$ cat src/rtl/fxp_multiplier_if.sv
// Streaming operand/result bundle for fxp_multiplier.
// The master modport is the side that supplies operands and consumes results; the slave modport is the multiplier.
interface fxp_multiplier_if #(
  parameter int C_FXP_LENGTH = 16
);
  logic signed [C_FXP_LENGTH-1:0] S_NUM1;
  logic signed [C_FXP_LENGTH-1:0] S_NUM2;
  logic                           S_IN_VALID;
  logic                           S_IN_READY;
  logic signed [C_FXP_LENGTH-1:0] M_RESULT;
  logic                           M_OF_FLAG;
  logic                           M_OUT_VALID;
  logic                           M_OUT_READY;

  modport master (
    output S_NUM1, S_NUM2, S_IN_VALID, M_OUT_READY,
    input  S_IN_READY, M_RESULT, M_OF_FLAG, M_OUT_VALID
  );

  modport slave (
    input  S_NUM1, S_NUM2, S_IN_VALID, M_OUT_READY,
    output S_IN_READY, M_RESULT, M_OF_FLAG, M_OUT_VALID
  );
endinterface

$ cat src/rtl/fxp_multiplier.sv
// Three-stage signed fixed-point multiplier: register operands, full product, then round-half-up and saturate.
// The whole pipe stalls as one unit whenever a valid result is waiting on downstream ready.
module fxp_multiplier #(
  parameter int C_FXP_LENGTH = 16,
  parameter int C_FXP_POINT  = 12
) (
  input logic S_ACLK,
  input logic S_ARESETN,
  fxp_multiplier_if.slave bus
);
  localparam int W  = C_FXP_LENGTH;
  localparam int PW = 2 * C_FXP_LENGTH;

  localparam logic signed [PW-1:0] HALF    = {{(PW-1){1'b0}}, 1'b1} << (C_FXP_POINT - 1);
  localparam logic        [W-1:0]  MAX_POS = {1'b0, {(W-1){1'b1}}};
  localparam logic        [W-1:0]  MAX_NEG = {1'b1, {(W-1){1'b0}}};

  function automatic logic signed [PW-1:0] round_half_up(input logic signed [PW-1:0] p);
    return (p + HALF) >>> C_FXP_POINT;
  endfunction

  // Result fits when every bit from the output sign bit upward agrees; returns {overflow, data}.
  function automatic logic [W:0] saturate(input logic signed [PW-1:0] r);
    logic [PW-W:0] hi;
    hi = r[PW-1:W-1];
    if ((&hi) || (~|hi)) return {1'b0, r[W-1:0]};
    return r[PW-1] ? {1'b1, MAX_NEG} : {1'b1, MAX_POS};
  endfunction

  logic                   en;
  logic signed [W-1:0]    num1_p0;
  logic signed [W-1:0]    num2_p0;
  logic                   vld_p0;
  logic signed [PW-1:0]   prod_p1;
  logic                   vld_p1;
  logic signed [W-1:0]    result_p2;
  logic                   of_p2;
  logic                   vld_p2;
  logic signed [PW-1:0]   rounded;
  logic        [W:0]      sat;

  assign en              = !vld_p2 || bus.M_OUT_READY;
  assign bus.S_IN_READY  = en;
  assign bus.M_RESULT    = result_p2;
  assign bus.M_OF_FLAG   = of_p2;
  assign bus.M_OUT_VALID = vld_p2;

  assign rounded = round_half_up(prod_p1);
  assign sat     = saturate(rounded);

  always_ff @(posedge S_ACLK or negedge S_ARESETN) begin
    if (!S_ARESETN) begin
      num1_p0   <= '0;
      num2_p0   <= '0;
      vld_p0    <= 1'b0;
      prod_p1   <= '0;
      vld_p1    <= 1'b0;
      result_p2 <= '0;
      of_p2     <= 1'b0;
      vld_p2    <= 1'b0;
    end else if (en) begin
      // stage 0: operand capture
      num1_p0   <= bus.S_NUM1;
      num2_p0   <= bus.S_NUM2;
      vld_p0    <= bus.S_IN_VALID;
      // stage 1: full-width signed product
      prod_p1   <= PW'(num1_p0) * PW'(num2_p0);
      vld_p1    <= vld_p0;
      // stage 2: round and saturate back to input format
      result_p2 <= sat[W-1:0];
      of_p2     <= sat[W];
      vld_p2    <= vld_p1;
    end
  end
endmodule

$ cat src/flat_wrapper.sv
// flat-port wrapper written by rule: the top's interface ports become plain ports
module fxp_multiplier_flat 
#(
  parameter int C_FXP_LENGTH = 16,
  parameter int C_FXP_POINT  = 12
)
  (S_ACLK, S_ARESETN, bus_S_NUM1, bus_S_NUM2, bus_S_IN_VALID, bus_M_OUT_READY, bus_S_IN_READY, bus_M_RESULT, bus_M_OF_FLAG, bus_M_OUT_VALID);
  fxp_multiplier_if #(.C_FXP_LENGTH(C_FXP_LENGTH)) bus_i ();
  input logic S_ACLK;
  input logic S_ARESETN;
  input wire logic [$bits(bus_i.S_NUM1)-1:0] bus_S_NUM1;
  input wire logic [$bits(bus_i.S_NUM2)-1:0] bus_S_NUM2;
  input wire logic [$bits(bus_i.S_IN_VALID)-1:0] bus_S_IN_VALID;
  input wire logic [$bits(bus_i.M_OUT_READY)-1:0] bus_M_OUT_READY;
  output wire logic [$bits(bus_i.S_IN_READY)-1:0] bus_S_IN_READY;
  output wire logic [$bits(bus_i.M_RESULT)-1:0] bus_M_RESULT;
  output wire logic [$bits(bus_i.M_OF_FLAG)-1:0] bus_M_OF_FLAG;
  output wire logic [$bits(bus_i.M_OUT_VALID)-1:0] bus_M_OUT_VALID;
  assign bus_i.S_NUM1 = bus_S_NUM1;
  assign bus_i.S_NUM2 = bus_S_NUM2;
  assign bus_i.S_IN_VALID = bus_S_IN_VALID;
  assign bus_i.M_OUT_READY = bus_M_OUT_READY;
  assign bus_S_IN_READY = bus_i.S_IN_READY;
  assign bus_M_RESULT = bus_i.M_RESULT;
  assign bus_M_OF_FLAG = bus_i.M_OF_FLAG;
  assign bus_M_OUT_VALID = bus_i.M_OUT_VALID;
  fxp_multiplier #(.C_FXP_LENGTH(C_FXP_LENGTH), .C_FXP_POINT(C_FXP_POINT)) u_core (.S_ACLK(S_ACLK), .S_ARESETN(S_ARESETN), .bus(bus_i));
endmodule
$ cat config.mk
export PLATFORM = sky130hd
export DESIGN_NAME = fxp_multiplier_flat
export DESIGN_NICKNAME = d
export VERILOG_FILES = /design/src/rtl/fxp_multiplier_if.sv /design/src/rtl/fxp_multiplier.sv /design/src/flat_wrapper.sv
export SDC_FILE = /design/constraint.sdc
export NUM_CORES = 1
export LEC_CHECK = 0
export CAP_MARGIN = 15
export CORE_AREA = 2 2 164 166
export DETAILED_ROUTE_END_ITERATION = 12
export DIE_AREA = 0 0 166 168
export GPL_ROUTABILITY_DRIVEN = 0
export PLACE_DENSITY = 0.75
export SYNTH_ARGS = -nofsm -noshare
export SYNTH_HDL_FRONTEND = slang
export SYNTH_SLANG_ARGS = --single-unit
$ cat constraint.sdc
create_clock -name S_ACLK -period 6.84 [get_ports S_ACLK]
set_clock_uncertainty 0.15 [all_clocks]
set_input_delay 1.368 -clock S_ACLK [delete_from_list [all_inputs] [get_ports S_ACLK]]
set_output_delay 1.368 -clock S_ACLK [all_outputs]
set_load 0.02 [all_outputs]
Word-level counts from Yosys, hierarchy flattened
Cells that the tools add are included.
- bits of input ports: 36
- register bits: 84
- output and inout bits: 19
- $add $sub $neg: 1
- mux-type cells: 4
- reductions and logical operators: 6
- $mul: 1
- operator list (operator ; number):
    2-to-1 mux 17 bit ; 2
    adder 32 x 13 -> 32 bit (second input constant) ; 1
    multiplier 16 x 16 -> 32 bit ; 1
    2-to-1 mux 16 bit ; 1
    AND reduction 5 bit ; 1
    OR reduction 5 bit ; 1
    zero test 1 bit ; 2
    logical OR 1 bit ; 2
    2-to-1 mux 1 bit ; 1

Longest topological paths before layout
Gate-level depths: netlist (run 1).
- depth after elaboration: 6
- gate-level depth with buffers: 23
- depth with buffers taken out: 22

Least setup slack after synthesis (run 1)
Ideal clock, no wire load.
- path type: register -> register
- start point: register u_core.num2_p0[1]
- end point: register u_core.prod_p1[28]
- setup slack: 0.659 ns
- required time: 6.542 ns
- stages on the path, launching flop included: 21
- period minus slack after synthesis: 6.181 ns
- path buffers: 2
- arrival time: 5.884 ns
- cell sequence: dfrtp_1 -> clkbuf_1 -> nand2_1 -> inv_1 -> fa_1 -> fa_1 -> fa_1 -> fa_1 -> fa_1 -> inv_1 -> fa_1 -> inv_1 -> ha_1 -> clkbuf_1 -> a21o_1 -> a21o_1 -> a211oi_1 -> o21ai_0 -> or4_1 -> nand2_1 -> a21oi_1
- cells in the longest elaborated chain, start to end: 1
- RTL lines (item ; line ; RTL):
    start, declared ; fxp_multiplier.sv:32 ; logic signed [W-1:0] num2_p0;
    start signal, assigned ; fxp_multiplier.sv:64 ; num2_p0 <= bus.S_NUM2;
    multiplier 16 x 16 -> 32 bit ; fxp_multiplier.sv:67 ; prod_p1 <= PW'(num1_p0) * PW'(num2_p0);
    end signal, assigned ; fxp_multiplier.sv:67 ;
    end, declared ; fxp_multiplier.sv:34 ; logic signed [PW-1:0] prod_p1;
No other way between the ends.
A chain may end at the register's enable or synchronous reset.

Final worst setup path (run 1)
- start point: register u_core.num1_p0[10]
- end point: register u_core.prod_p1[28]
- cells in the longest elaborated chain, start to end: 1
- RTL lines (item ; line ; RTL):
    start, declared ; fxp_multiplier.sv:31 ; logic signed [W-1:0] num1_p0;
    start signal, assigned ; fxp_multiplier.sv:63 ; num1_p0 <= bus.S_NUM1;
    multiplier 16 x 16 -> 32 bit ; fxp_multiplier.sv:67 ;
No other way between the ends.

==> run_results.csv, run 1 <==
group,metric,value,unit
synth,yosys.area.top_type,"fa_1",
critical_path,required,6890,ps
sta,period_minus_slack,6490,ps
clock_tree,clk-insertion-delay-late,350,ps
synth,syn_area,12900,sq um
grt,grtUsageMet1,0.306,
critical_path,end_kind,"register",
synth,synth_edf_count,0,
critical_path,crit_path_start_kind,"register",
clock_tree,cts_made_buffers,9,
synth,yosysWarnings,0,
layout,diodes,0,
floorplan,die_y,168,um
synth,syn_area_per_cell,9.00,sq um
place,portBuffers,54,
sta,fmax,154,MHz
sta,rsz0062_at_grt,"false",
synth,synth_most_common_cell,"inv_1",
floorplan,ios,55,
place,hpwl,24.3,mm
outcome,outcome,"finished clean",
sta,finalCritPeriodShare,0.948,
sta,hold_violations,0,
grt,antenna_found_initial,1,
grt,use_met2,0.406,
synth,syn_inst,1429,
route,drtIter0Drc,790,
layout,area_growth,9.66,%
route,drcViolationCount,0,
route,vias,9529,
synth,synth-main-ff-cell,"dfrtp_1",
grt,grt_max_degree,91,
critical_path,crit_fanout,13,
grt,busiest_layer,"met2",
synth,synth_top_area_frac,0.406,
grt,grt_pass1_wl,52.4,mm
floorplan,rows,60,
clock_tree,cts_buffer_depth,2,
clock_tree,postCtsSetupBuffers,0,
synth,async_reset_ff_frac,1.00,
critical_path,crit_type,"register to register",
sta,slew_violations,0,
layout,final_nets,1837,
sta,fin_hold_ws,310,ps
synth,syn-num-nets,1806,
critical_path,cp.arrival,6540,ps
clock_tree,clk_pin_slew_worst_paths,70,ps
sta,setup_tns,0,ps
grt,met3_usage,0.0294,
synth,yosys-top-cells-area,"fa_1 41%, dfrtp_1 14%, inv_1 9.3%",
grt,grtUsageTotal,0.234,
grt,grt_overflow,0,
route,drt-vias-per-instance,5.28,
sta,tightest_slew,1040,ps
sta,slew_headroom,0.302,
sta,setup_violations,0,
floorplan,dieArea,27900,sq um
run,cap_violations,0,
clock_tree,ctsResizeCount,0,
clock_tree,root_buffer,"clkbuf_16",
route,drtPass1Iterations,5,
clock_tree,cts_hold_buf,0,
synth,ys_seq_elements,73,
floorplan,core,26400,sq um
synth,netlist_top_cells_count,"318 x inv_1, 261 x fa_1, 258 x nand2_1, 120 x and2_1, 80 x ha_1",
synth,synth_cell_types,50,
synth,yosysSeqAreaShare,0.142,
worst_hold_path,hold_class,"register to register",
clock_tree,clock-sinks,73,
layout,drive_gt1_frac,0.0362,
grt,grt_pass1_vias,10400,
route,drt-total-wl,30.2,mm
clock_tree,cts.htree.levels,3,
floorplan,die_w,166,um
clock_tree,cts_tree,"yes",
floorplan,start_util,0.488,
route,antenna_left,0,
route,wire_per_inst,16.7,um
## flip-flops by register name, indices dropped and copies added (netlist names)
| register | cells |
|---|---|
| u_core.vld_p1 | 1 |
| u_core.vld_p0 | 1 |
| u_core.prod_p1 | 21 |
| u_core.bus.M_OF_FLAG | 1 |
| u_core.num1_p0 | 16 |
| u_core.bus.M_OUT_VALID | 1 |
| u_core.num2_p0 | 16 |
| u_core.bus.M_RESULT | 16 |
## per-stage QoR
step | setup WS (ps) | utilization | cells | area [sq um]
global placement | 300 | 0.523 | 1790 | 13800
floorplan | 659 | - | 1429 | 12900
global route | 57.3 | 0.535 | 1806 | 14100
CTS | 190 | 0.535 | 1806 | 14100
detailed placement | 232 | 0.523 | 1790 | 13800
finish | 353 | 0.535 | 1806 | 14100
## cell usage in the layout (no fill, tap or decap), drive strengths merged, types with 9 or more instances in the layout
cell type	instances
a21oi	31
and2	120
buf	24
clkbuf	9
clkdlybuf4s50	53
dfrtp	73
fa	261
ha	80
inv	321
nand2	258
nand3	15
nand4	9
nor2	51
nor3	12
o21ai	16
o31ai	19
xnor2	29
## worst max-delay path, cell delays in order, from the launching register on
cell	delay, ps
dfrtp_1	760
nand2_1	200
fa_1	580
fa_1	600
fa_1	470
fa_1	570
inv_1	70
fa_1	500
fa_1	430
ha_1	340
a211oi_1	280
o21ai_0	180
a21oi_1	340
a311oi_2	200
or4_1	510
nand2_1	90
a21oi_1	60
## layout make-up
type | instances | area, sq um
fillers | 2354 | 12200
multi-input cells | 981 | 9650
flip-flops and latches | 73 | 1830
inverters | 318 | 1190
repair buffers | 77 | 711
well taps | 341 | 427
clock buffers | 9 | 225
clock inverters | 7 | 77.6
## logic make-up (layout without fill, tap and decap cells)
group,after synthesis,in the layout,synth area share
AND/OR/NAND/NOR,493,493,0.181
flip-flops,73,73,0.142
XOR/XNOR,37,37,0.0252
adder cells (fa/ha/maj),341,341,0.484
buffers and inverters,375,411,0.110
AO/OA/AOI/OAI,110,110,0.0581
## final timing paths
check	startpoint	end	depth (start not counted)	slack, ps
min reg2reg	u_core.vld_p1	u_core.vld_p1	2	310
max reg2reg	u_core.num1_p0[10]	u_core.prod_p1[28]	16	350
min	u_core.vld_p1	u_core.vld_p1	2	310
max in group asynchronous	S_ARESETN	u_core.num2_p0[7]	1	4800
min in group asynchronous	S_ARESETN	u_core.bus.M_RESULT[2]	1	1020
max	u_core.num1_p0[10]	u_core.prod_p1[28]	16	350
## metal layers
layer	routed length, um	up-vias
met2	15200	301
met3	1530	75
li1	-	4337
met1	12300	4814
met5	16	-
met4	1150	2
Power of run 1 is left out: the tool's default activity adds up to more than one toggle a clock period on the data nets, which glitch-free logic cannot reach.
==> run 2, diff against run 1 <==
clock period = 6.2 ns   (was 6.84 ns; I/O delays follow)
==> run_results.csv, run 2 (same netlist as run 1, synthesis figures left out) <==
group,metric,value,unit
sta,fmax,163,MHz
clock_tree,cts_buffer_depth,2,
critical_path,required,6290,ps
floorplan,core,26400,sq um
sta,setup_violations,0,
grt,grt_pass1_vias,10900,
clock_tree,cts_hold_buf,0,
grt,grtUsageTotal,0.235,
route,antenna_left,0,
route,wire_per_inst,16.6,um
critical_path,reg2reg_slack,50,ps
sta,hold_violations,0,
route,drtPass1Iterations,6,
critical_path,crit_path_start_kind,"register",
sta,finalCritPeriodShare,0.992,
route,drcViolationCount,0,
clock_tree,root_buffer,"clkbuf_16",
layout,drive_gt1_frac,0.0975,
place,hpwl,24.4,mm
layout,diodes,0,
grt,grt_pass1_wl,52.6,mm
layout,n_fill_cell,2258,
sta,period_minus_slack,6150,ps
layout,area_growth,14.5,%
floorplan,die_y,168,um
floorplan,start_util,0.488,
critical_path,end_kind,"register",
outcome,outcome,"finished clean",
critical_path,crit_fanout,5,
sta,rsz0062_at_grt,"true",
layout,largest_reg_flops,21,
sta,slew_violations,0,
critical_path,cp.arrival,6240,ps
floorplan,die_w,166,um
floorplan,ios,55,
grt,grt_max_degree,91,
floorplan,dieArea,27900,sq um
clock_tree,clock-sinks,73,
route,drt-total-wl,30.9,mm
route,drtIter0Drc,590,
layout,final_nets,1890,
run,cap_violations,0,
route,drt-vias-per-instance,5.26,
sta,setup_tns,0,ps
grt,grt_overflow,0,
grt,antenna_found_initial,0,
place,portBuffers,54,
floorplan,rows,60,
layout,mostFrequentLayoutCells,"315 x inv_1, 258 x nand2_1, 257 x fa_1",
critical_path,crit_type,"register to register",
clock_tree,cts.htree.levels,3,
sta,slew_headroom,0.301,
clock_tree,cts_tree,"yes",
clock_tree,clk-insertion-delay-late,360,ps
layout,final_common_cell,"inv_1",
layout,regMostFlops,"u_core.prod_p1",
clock_tree,cts_made_buffers,9,
route,vias,9787,
sta,tightest_slew,1040,ps
worst_hold_path,hold_class,"register to register",
clock_tree,clk_pin_slew_worst_paths,70,ps
-- run 2: cell types whose count changed in the layout (fill, tap and decap cells not counted), moves of 6 or more --
| cell | previous run | this run |
|---|---|---|
| buf_4 | 24 | 69 |
| dfrtp_1 | 72 | 50 |
| dfrtp_2 | 1 | 21 |
| buf_12 | 0 | 6 |
-- run 2: layer usage --
layer / track usage / up-vias / routed length [um]
met3: 0.0268 / 82 / 1200
met2: 0.425 / 270 / 16100
li1: - / 4441 / -
met1: 0.286 / 4994 / 12200
met4: 0.0968 / 0 / 1320
met5: 0 / - / 0
-- run 2: cell type report --
cell class	count	area [sq um]	area share
Multi-Input combinational cell	981	9750	0.662
Sequential cell	73	1860	0.126
Timing Repair Buffer	130	1190	0.0811
Inverter	318	1190	0.0811
Tap cell	341	427	0.0290
Clock buffer	9	225	0.0153
Clock inverter	7	75.1	0.00510
-- run 2: per-stage QoR --
| step | utilization | area [sq um] | setup slack [ps] | hold WS [ps] | cells |
|---|---|---|---|---|---|
| after CTS | 0.549 | 14500 | 5.97 | 319 | 1844 |
| after global routing | 0.559 | 14700 | -106 | 350 | 1859 |
| after detailed placement | 0.536 | 14100 | -227 | 303 | 1828 |
| after floorplan | - | 12900 | 18.6 | 280 | 1429 |
| final | 0.559 | 14700 | 52.7 | 316 | 1859 |
| after global placement | 0.536 | 14100 | -121 | 296 | 1828 |
-- run 2: final timing paths --
check                                  start                  to  depth (start not counted)
min                            u_core.vld_p1       u_core.vld_p1                          2
max                        u_core.num2_p0[1]  u_core.prod_p1[31]                         19
min in group asynchronous          S_ARESETN  u_core.prod_p1[11]                          1
max reg2reg                u_core.num2_p0[1]  u_core.prod_p1[31]                         19
min reg2reg                    u_core.vld_p1       u_core.vld_p1                          2
max in group asynchronous          S_ARESETN  u_core.num1_p0[10]                          1
-- run 2: critical path, stage by stage (launching register included) --
cell	delay, ps
dfrtp_1	440
nand2_1	140
inv_1	100
fa_2	620
buf_4	140
fa_2	480
buf_4	200
fa_1	540
fa_1	580
inv_1	60
fa_1	530
fa_1	630
inv_1	60
ha_1	320
a21o_1	160
a21oi_1	170
o21ai_0	120
a21oi_1	180
a21oi_1	100
o31a_1	290
-- run 2: repair_timing --
| item | 4_1_cts | 5_1_grt |
|---|---|---|
| setup endpoints to repair | 11 | 13 |
| pin swaps | 1 | 6 |
| gates resized for setup | 13 | 41 |
| setup buffers | 0 | 15 |
Power of run 2 is left out for the same reason.
